**src/rtl/lc4_fetch_delay_line_pkg.sv**
```systemverilog
`default_nettype none
// ============================================================================
// Module : lc4_mem_pkg
// Brief  : Shared word type, default latency and delay clamp helper for the
//          LC4 memory read-latency model.
// Rev    : 1.0  initial release
// ============================================================================
package lc4_mem_pkg;

    localparam int LC4_WORD_W        = 16;
    localparam int LC4_DEFAULT_DELAY = 8;

    typedef logic [LC4_WORD_W-1:0] lc4_word_t;

    // Requests beyond the physical pipeline depth saturate at the deepest tap.
    function automatic int clamp_delay(input int req, input int max_delay);
        return (req > max_delay) ? max_delay : req;
    endfunction

endpackage
`default_nettype wire

```
**src/rtl/lc4_fetch_delay_line_if.sv**
```systemverilog
`default_nettype none
// ============================================================================
// Module : lc4_fetch_delay_line_if
// Brief  : Read-channel bundle between the block-RAM side and the delay line.
//          master : drives gwe, cfg_load, delay_cfg, in_valid, in_data and
//                   observes out_valid, out_data, cur_delay, busy
//          slave  : the delay line itself
// Rev    : 1.0  initial release
// ============================================================================
interface lc4_fetch_delay_line_if
    import lc4_mem_pkg::*;
#(
    parameter int WIDTH     = LC4_WORD_W,
    parameter int NCH       = 2,
    parameter int MAX_DELAY = LC4_DEFAULT_DELAY
);
    localparam int DW = $clog2(MAX_DELAY + 1);

    logic                 gwe;
    logic                 cfg_load;
    logic [DW-1:0]        delay_cfg;
    logic [NCH-1:0]       in_valid;
    logic [NCH*WIDTH-1:0] in_data;
    logic [NCH-1:0]       out_valid;
    logic [NCH*WIDTH-1:0] out_data;
    logic [DW-1:0]        cur_delay;
    logic                 busy;

    modport master (
        output gwe, cfg_load, delay_cfg, in_valid, in_data,
        input  out_valid, out_data, cur_delay, busy
    );

    modport slave (
        input  gwe, cfg_load, delay_cfg, in_valid, in_data,
        output out_valid, out_data, cur_delay, busy
    );
endinterface
`default_nettype wire

```
**src/rtl/lc4_delay_stage_chain.sv**
```systemverilog
`default_nettype none
// ============================================================================
// Module : lc4_delay_stage_chain
// Brief  : One channel's MAX_DELAY-deep {valid,data} shift register with a
//          run-time selectable output tap (delay 0 = combinational bypass).
// Ports  : clk, rst (async, active-low), gwe (advance), flush (clear valids),
//          in_valid/in_data, delay (tap select), out_valid/out_data
// Rev    : 1.0  initial release
// ============================================================================
module lc4_delay_stage_chain #(
    parameter int WIDTH     = 16,
    parameter int MAX_DELAY = 8,
    parameter int DW        = 4
) (
    input  wire logic             clk,
    input  wire logic             rst,
    input  wire logic             gwe,
    input  wire logic             flush,
    input  wire logic             in_valid,
    input  wire logic [WIDTH-1:0] in_data,
    input  wire logic [DW-1:0]    delay,
    output logic                  out_valid,
    output logic      [WIDTH-1:0] out_data
);
    logic [MAX_DELAY-1:0] r_valid;
    logic [WIDTH-1:0]     r_data [MAX_DELAY];
    logic                 w_tap_valid;
    logic [WIDTH-1:0]     w_tap_data;

    // Data keeps shifting during a flush; only the valids are cleared, and
    // the output mask hides whatever payload is left behind.
    always_ff @(posedge clk or negedge rst) begin
        if (!rst) begin
            r_valid <= '0;
            for (int k = 0; k < MAX_DELAY; k++) begin
                r_data[k] <= '0;
            end
        end else if (gwe) begin
            r_valid[0] <= in_valid & ~flush;
            r_data[0]  <= in_data;
            for (int k = 1; k < MAX_DELAY; k++) begin
                r_valid[k] <= r_valid[k-1] & ~flush;
                r_data[k]  <= r_data[k-1];
            end
        end
    end

    // Tap stage delay-1; delay 0 falls through to the live input.
    always_comb begin
        w_tap_valid = in_valid;
        w_tap_data  = in_data;
        for (int k = 0; k < MAX_DELAY; k++) begin
            if (delay == DW'(k + 1)) begin
                w_tap_valid = r_valid[k];
                w_tap_data  = r_data[k];
            end
        end
    end

    assign out_valid = w_tap_valid;
    assign out_data  = w_tap_valid ? w_tap_data : '0;

endmodule
`default_nettype wire

```
**src/rtl/lc4_fetch_delay_line.sv**
```systemverilog
`default_nettype none
// ============================================================================
// Module : lc4_fetch_delay_line
// Brief  : Run-time configurable read-latency model for NCH memory channels.
//          Holds the shared latency register, the post-reconfigure settle
//          counter and the config clamp; one stage chain per channel.
// Ports  : clk, rst (async, active-low), bus (lc4_fetch_delay_line_if.slave)
// Rev    : 1.0  initial release
// ============================================================================
module lc4_fetch_delay_line
    import lc4_mem_pkg::*;
#(
    parameter int WIDTH     = LC4_WORD_W,
    parameter int NCH       = 2,
    parameter int MAX_DELAY = LC4_DEFAULT_DELAY
) (
    input  wire logic             clk,
    input  wire logic             rst,
    lc4_fetch_delay_line_if.slave bus
);
    localparam int DW = $clog2(MAX_DELAY + 1);

    logic [DW-1:0]        r_cur_delay;
    logic [DW-1:0]        r_settle;
    logic [DW-1:0]        w_cfg_clamped;
    logic                 w_flush;
    logic [NCH-1:0]       w_out_valid;
    logic [NCH*WIDTH-1:0] w_out_data;

    assign w_cfg_clamped = DW'(clamp_delay(int'(bus.delay_cfg), MAX_DELAY));
    assign w_flush       = bus.gwe & bus.cfg_load;

    // A reload always restarts the settle count, even when the value is
    // unchanged or a previous refill is still in progress.
    always_ff @(posedge clk or negedge rst) begin
        if (!rst) begin
            r_cur_delay <= DW'(MAX_DELAY);
            r_settle    <= '0;
        end else if (bus.gwe) begin
            if (bus.cfg_load) begin
                r_cur_delay <= w_cfg_clamped;
                r_settle    <= w_cfg_clamped;
            end else if (r_settle != '0) begin
                r_settle <= r_settle - DW'(1);
            end
        end
    end

    for (genvar c = 0; c < NCH; c++) begin : g_ch
        lc4_delay_stage_chain #(
            .WIDTH     (WIDTH),
            .MAX_DELAY (MAX_DELAY),
            .DW        (DW)
        ) u_chain (
            .clk       (clk),
            .rst       (rst),
            .gwe       (bus.gwe),
            .flush     (w_flush),
            .in_valid  (bus.in_valid[c]),
            .in_data   (bus.in_data[c*WIDTH +: WIDTH]),
            .delay     (r_cur_delay),
            .out_valid (w_out_valid[c]),
            .out_data  (w_out_data[c*WIDTH +: WIDTH])
        );
    end

    assign bus.out_valid = w_out_valid;
    assign bus.out_data  = w_out_data;
    assign bus.cur_delay = r_cur_delay;
    assign bus.busy      = (r_settle != '0);

endmodule
`default_nettype wire

```
**src/flat_wrapper.sv**
```systemverilog
// flat-port wrapper written by rule: the top's interface ports become plain ports
module lc4_fetch_delay_line_flat import lc4_mem_pkg::*;
#(
    parameter int WIDTH     = LC4_WORD_W,
    parameter int NCH       = 2,
    parameter int MAX_DELAY = LC4_DEFAULT_DELAY
)
  (clk, rst, bus_gwe, bus_cfg_load, bus_delay_cfg, bus_in_valid, bus_in_data, bus_out_valid, bus_out_data, bus_cur_delay, bus_busy);
  lc4_fetch_delay_line_if #(.WIDTH(WIDTH), .NCH(NCH), .MAX_DELAY(MAX_DELAY)) bus_i ();
  input  wire logic clk;
  input  wire logic rst;
  input wire logic [$bits(bus_i.gwe)-1:0] bus_gwe;
  input wire logic [$bits(bus_i.cfg_load)-1:0] bus_cfg_load;
  input wire logic [$bits(bus_i.delay_cfg)-1:0] bus_delay_cfg;
  input wire logic [$bits(bus_i.in_valid)-1:0] bus_in_valid;
  input wire logic [$bits(bus_i.in_data)-1:0] bus_in_data;
  output wire logic [$bits(bus_i.out_valid)-1:0] bus_out_valid;
  output wire logic [$bits(bus_i.out_data)-1:0] bus_out_data;
  output wire logic [$bits(bus_i.cur_delay)-1:0] bus_cur_delay;
  output wire logic [$bits(bus_i.busy)-1:0] bus_busy;
  assign bus_i.gwe = bus_gwe;
  assign bus_i.cfg_load = bus_cfg_load;
  assign bus_i.delay_cfg = bus_delay_cfg;
  assign bus_i.in_valid = bus_in_valid;
  assign bus_i.in_data = bus_in_data;
  assign bus_out_valid = bus_i.out_valid;
  assign bus_out_data = bus_i.out_data;
  assign bus_cur_delay = bus_i.cur_delay;
  assign bus_busy = bus_i.busy;
  lc4_fetch_delay_line #(.WIDTH(WIDTH), .NCH(NCH), .MAX_DELAY(MAX_DELAY)) u_core (.clk(clk), .rst(rst), .bus(bus_i));
endmodule
```
**config.mk**
```make
export PLATFORM = sky130hd
export DESIGN_NAME = lc4_fetch_delay_line_flat
export DESIGN_NICKNAME = d
export VERILOG_FILES = /design/src/rtl/lc4_fetch_delay_line_pkg.sv /design/src/rtl/lc4_fetch_delay_line_if.sv /design/src/rtl/lc4_delay_stage_chain.sv /design/src/rtl/lc4_fetch_delay_line.sv /design/src/flat_wrapper.sv
export SDC_FILE = /design/constraint.sdc
export NUM_CORES = 1
export LEC_CHECK = 0
export ABC_CLOCK_PERIOD_IN_PS = 4500
export CORE_MARGIN = 10
export CORE_UTILIZATION = 33
export CTS_CLUSTER_DIAMETER = 120
export DETAILED_ROUTE_END_ITERATION = 8
export PLACE_DENSITY_LB_ADDON = 0.25
export SLEW_MARGIN = 30
export SYNTH_ARGS = -nofsm -noshare
export SYNTH_HDL_FRONTEND = slang
export SYNTH_SLANG_ARGS = --single-unit
```
**constraint.sdc**
```tcl
create_clock -name clk -period 4.5 [get_ports clk]
set_clock_uncertainty 0.1 [all_clocks]
set_input_delay 0.9 -clock clk [delete_from_list [all_inputs] [get_ports clk]]
set_output_delay 0.9 -clock clk [all_outputs]
set_load 0.02 [all_outputs]
```
Yosys cells after proc, flatten, opt, wreduce, memory -nomap -nowiden
Index checks and enable logic that the tools add are counted.
{ "totals": {"register_bits": 280, "in_bits": 42, "output_inout_bits": 39, "elab_cells": 89} }
{ "op_classes": {"add_sub_neg": 1, "magnitude_cmp": 1, "eq_ne": 8, "mux": 37, "bitwise": 18, "n_reduce_logical": 4} }
{ "ops": {"columns": ["operator", "count"], "rows": [
  ["$mux W16", 18],
  ["$and A1 B1 Y1", 17],
  ["$eq A4 B3 Y1 const B", 4],
  ["$mux W1", 16],
  ["$mux W4", 3],
  ["$eq A4 B2 Y1 const B", 2],
  ["$eq A4 B1 Y1 const B", 1],
  ["$eq A4 B4 Y1 const B", 1],
  ["$gt A4 B4 Y1 const B", 1],
  ["$reduce_and A2 Y1", 2],
  ["$reduce_bool A4 Y1", 1],
  ["$sub A4 B1 Y4 const B", 1],
  ["$reduce_bool A2 Y1", 1],
  ["$not A1 Y1", 1]
]} }

Logic depth before layout (Yosys ltp)
{ "logic_depth": {"depth_word": 10, "ltp_mapped": 10, "ltp_nobuf": 8} }

Hierarchy
A second synthesis with hierarchy kept.
{ "unflattened": {"hier_cells": 1320, "area_unflattened_um2": 14327.5} }
{ "by_module_without_submodules": {"columns": ["module", "instances", "cells_each", "area_each_um2", "seq_area_each_um2"], "rows": [
  ["lc4_delay_stage_chain", 2, 637, 6937.9, 3403.3],
  ["lc4_fetch_delay_line", 1, 46, 451.7, 201.4]
]} }

Worst setup path before layout
No wires, ideal clock.
{ "synth_timing": {"path_kind": "input to output", "startpoint": "input port bus_in_valid[0]", "endpoint": "output port bus_out_data[0]", "arrival_time_ps": 2208, "t_required_ps": 3500, "path_slack_ps": 1292, "path_stages": 5, "path_buffers": 0, "path_cell_list": "nor2_1 a31o_2 a221oi_2 o21ai_4 a221oi_1"} }
{ "synth_between": {"elab_chain_cells": 9} }
{ "synth_rtl": {"columns": ["item", "line_no", "source"], "rows": [
  ["start: declaration", "flat_wrapper.sv:15", "input wire logic [$bits(bus_i.in_valid)-1:0] bus_in_valid;"],
  ["$mux W1 (8 in a row)", "lc4_delay_stage_chain.sv:53", "if (delay == DW'(k + 1)) begin"],
  ["$mux W16", "lc4_delay_stage_chain.sv:61", "assign out_data = w_tap_valid ? w_tap_data : '0;"],
  ["end: declaration", "flat_wrapper.sv:18", "output wire logic [$bits(bus_i.out_data)-1:0] bus_out_data;"]
]} }
No other way between the ends.

Worst setup path in the final report
{ "layout_timing": {"startpoint": "register u_core.r_cur_delay[1] (netlist: u_core.bus.cur_delay[1])", "endpoint": "output port bus_out_data[31]"} }
{ "layout_between": {"elab_chain_cells": 10, "elab_cells_between_ends": 25, "classes_between": "eq/ne (8); mux (17)"} }
{ "layout_rtl": {"columns": ["item", "line_no", "source"], "rows": [
  ["start: declaration", "lc4_fetch_delay_line.sv:23", "logic [DW-1:0] r_cur_delay;"],
  ["start signal: assignment", "lc4_fetch_delay_line.sv:37", "r_cur_delay <= DW'(MAX_DELAY);"],
  ["start signal: assignment", "lc4_fetch_delay_line.sv:41", "r_cur_delay <= w_cfg_clamped;"],
  ["$eq A4 B1 Y1", "lc4_delay_stage_chain.sv:53", null],
  ["$mux W16 or $mux W1 (tied branches) (8 in a row)", "lc4_delay_stage_chain.sv:53", null],
  ["$mux W16 (*)", "lc4_delay_stage_chain.sv:61", null]
]} }
Mark *: on every way between the ends. The rest lies on a longest branch, timed or not.

==> metrics.yaml <==
drv_cap: 0
antenna_found_initial: 0
fp.dieW_um: 226
swShare_pct: 30.0
fin_crit_sh_pct: 97.8
syn_area_per_cell_um2: 11.5
slew_headroom_pct: 41.6
leakage_uw: 0.00675
clk_path_buf_depth: 3
port_buffers: 80
cts_tree: "done"
coreArea_mm2: 0.0420
start_util_pct: 33.5
grt_pass1_vias: 10200
dp.final_hpwl_um: 24300
cp.arrival_ns: 3.40
wire_per_inst_um: 20.3
rows: 75
numCtsBuffers: 34
drt_iter0_drc: 813
p_int_uw: 5980
start_kind: "flop"
slew_viol_final: 0
overflow: 0
die_area_mm2: 0.0513
hold_path_class: "in2async"
synth_seq_cells: 280
pwr-share-seq_pct: 42.0
drt.antenna.violating_nets: 0
vias_per_cell: 5.34
syn_area_mm2: 0.0141
synth_nets: 1270
grt_max_degree: 108
max_stage_delay_ns: 0.66
root_buffer: "clkbuf_16"
status: "finished clean"
place_congestion: 0.792
r2r_cells: 8
nNetsFinal: 1342
combPwrFrac_pct: 24.5
htree_levels: 2
powerDensity_mw_per_mm2: 510
synthToLayoutAreaGrowth_pct: 19.1
dr.pass1.iters: 4
clk_pin_slew_ns: 0.06
worstPathRequired_ns: 3.50
drc: 0
setup.worst_path.end_class: "output port"
yosysUniqueCellTypes: 64
hold_violations: 0
path_cells: "buf_4 > and2_1 > nand2_1 > nor2_1 > a221o_1 > buf_4 > a21oi_1 > clkdlybuf4s50_1"
ios: 81
grt_pass1_wl_um: 59300
fin_crit_ns: 4.40
grt.total_usage_pct: 14.7
clk_latency_ns: 0.53
hold_slack_ns: 0.314
ys_seq_area_share_pct: 49.8
p_switching_uw: 2570
crit_path_frequent_cell: "buf_4"
ys_warn_count: 0
peakVddDrop_mv: 0.231
routed_wl_um: 37900
clock.fmax_ghz: 0.227
vias: 9956
async_flop_share_pct: 100
setup_viol: 0
synth_flop_cell: "dfrtp_1"
cp_slowest_cell: "clkdlybuf4s50_1"
dp.cells: 1794
drive_gt1_share_pct: 31.1
synth_edf_count: 0
placed_area_mm2: 0.0155
final_cell_area_mm2: 0.0168
path_class: "reg2out"
dieHeight_um: 226
path_max_fanout: 14
instances_no_fill: 1864
tightest_slew_ns: 0.876
cts.sinks: 280
syn_inst: 1226
clockPowerShare_pct: 33.5
placed cells by master (no fill, tap or decap), drive strengths merged, types with 6 or more instances in the layout:
master,Yosys,routed
dfrtp,279,279
mux2,262,262
o21ai,85,85
nand2,75,75
clkdlybuf4s50,0,73
a21oi,69,69
nor2,57,57
buf,48,57
clkbuf,51,49
mux2i,40,40
inv,27,28
nand3,17,17
o22ai,16,16
a221oi,15,15
a22oi,14,14
a211oi,14,14
nand2b,12,12
o221ai,12,12
nor3,12,12
or3,11,11
o21a,10,10
o211ai,9,9
nor2b,8,8
nand3b,7,7
a221o,7,7
a31oi,7,7
clkinv,0,7
nor3b,6,6
through the flow:
stage          total power (uW)  util, %  setup slack (ns)  TNS, ns
3_3_place_gp               5660     36.8             0.109        0
6_report                   8550     39.9            0.0971        0
3_5_place_dp               5700     36.8            0.0806        0
4_1_cts                    8610     39.6           0.00522        0
5_1_grt                    9010     39.8           -0.0103  -0.0103
2_1_floorplan              4940        -              1.29        0
critical path, delay by kind of cell (launching register included):
kind                   cells  cell delay [ns]
AO/OA/AOI/OAI              2             0.61
flip-flops                 1             0.57
buffers and inverters      3             1.13
AND/OR/NAND/NOR            3             0.57
worst paths after layout:
| path | startpoint | end | slack, ns |
|---|---|---|---|
| worst max register to register | u_core.r_settle[0] | u_core.r_settle[3] | 2.60 |
| worst min register to register | u_core.g_ch[0].u_chain.r_data[89] | u_core.g_ch[0].u_chain.r_data[73] | 0.40 |
| worst min-delay path | rst | u_core.r_settle[2] | 0.31 |
| min in group clk | u_core.g_ch[0].u_chain.r_data[89] | u_core.g_ch[0].u_chain.r_data[73] | 0.40 |
| max in group asynchronous | rst | u_core.g_ch[1].u_chain.r_data[45] | 2.98 |
| worst max-delay path | u_core.bus.cur_delay[1] | bus_out_data[31] | 0.1 |
power by group through the flow:
stage	Sequential, uW	Combinational (uW)	Clock, uW
floorplan	3470	1470	0
global placement	3610	2050	0
detailed placement	3630	2070	0
CTS	3580	2090	2940
global route	3690	2280	3040
finish	3590	2090	2870
cells in the mapped netlist (10+ instances only):
cell	number	area, um2
a21oi_1	69	345
a221oi_1	13	114
a22oi_1	14	105
buf_2	18	90.1
buf_4	19	143
clkbuf_1	51	191
dfrtp_1	279	6980
inv_1	26	97.6
mux2_2	262	2950
mux2i_1	40	400
nand2_1	75	282
nand2b_1	12	75.1
nand3_1	17	85.1
nor2_1	55	206
o21a_1	10	75.1
o21ai_0	77	385
o221ai_1	12	105
o22ai_1	15	93.8
or3_1	11	68.8
area by class of cell:
cell class | instances | area [um2]
sequential | 280 | 7020
antenna | 1 | 2.50
timing repair buffer | 135 | 1280
inverter | 27 | 101
clock inverter | 13 | 194
clock buffer | 49 | 988
tap | 539 | 674
multi-input combinational | 820 | 6490
fill | 4072 | 25300
registers in the layout, indices dropped and copies added (netlist names):
name	cells
u_core.bus.cur_delay	4
u_core.g_ch.u_chain.r_data	256
u_core.g_ch.u_chain.r_valid	16
u_core.r_settle	4
logic make-up after synthesis:
logic type	share of synthesized area, %
AOI/OAI and AO/OA	14.2
and+or+nand+nor	7.71
buffers and inverters	4.30
DFF	49.8
muxes	23.8
adders and majority gates	0.178
per-layer routing:
metal  track usage (%)  vias to the layer above  wire length, um
met5                 0                        -                0
met4              5.28                        0             1020
met3              2.33                       64             1380
met2              22.8                      154            17300
met1              20.2                     5080            18200
li1                  -                     4658                -
what timing repair did:
action | CTS | global route
pin swaps | 0 | 1
setup endpoints to repair | 21 | 26
hold buffers | 0 | 0
buffers inserted | 1 | 6
resized for setup | 4 | 12
gates cloned | 0 | 0
No activity file was read; power rests on OpenSTA's default activity.
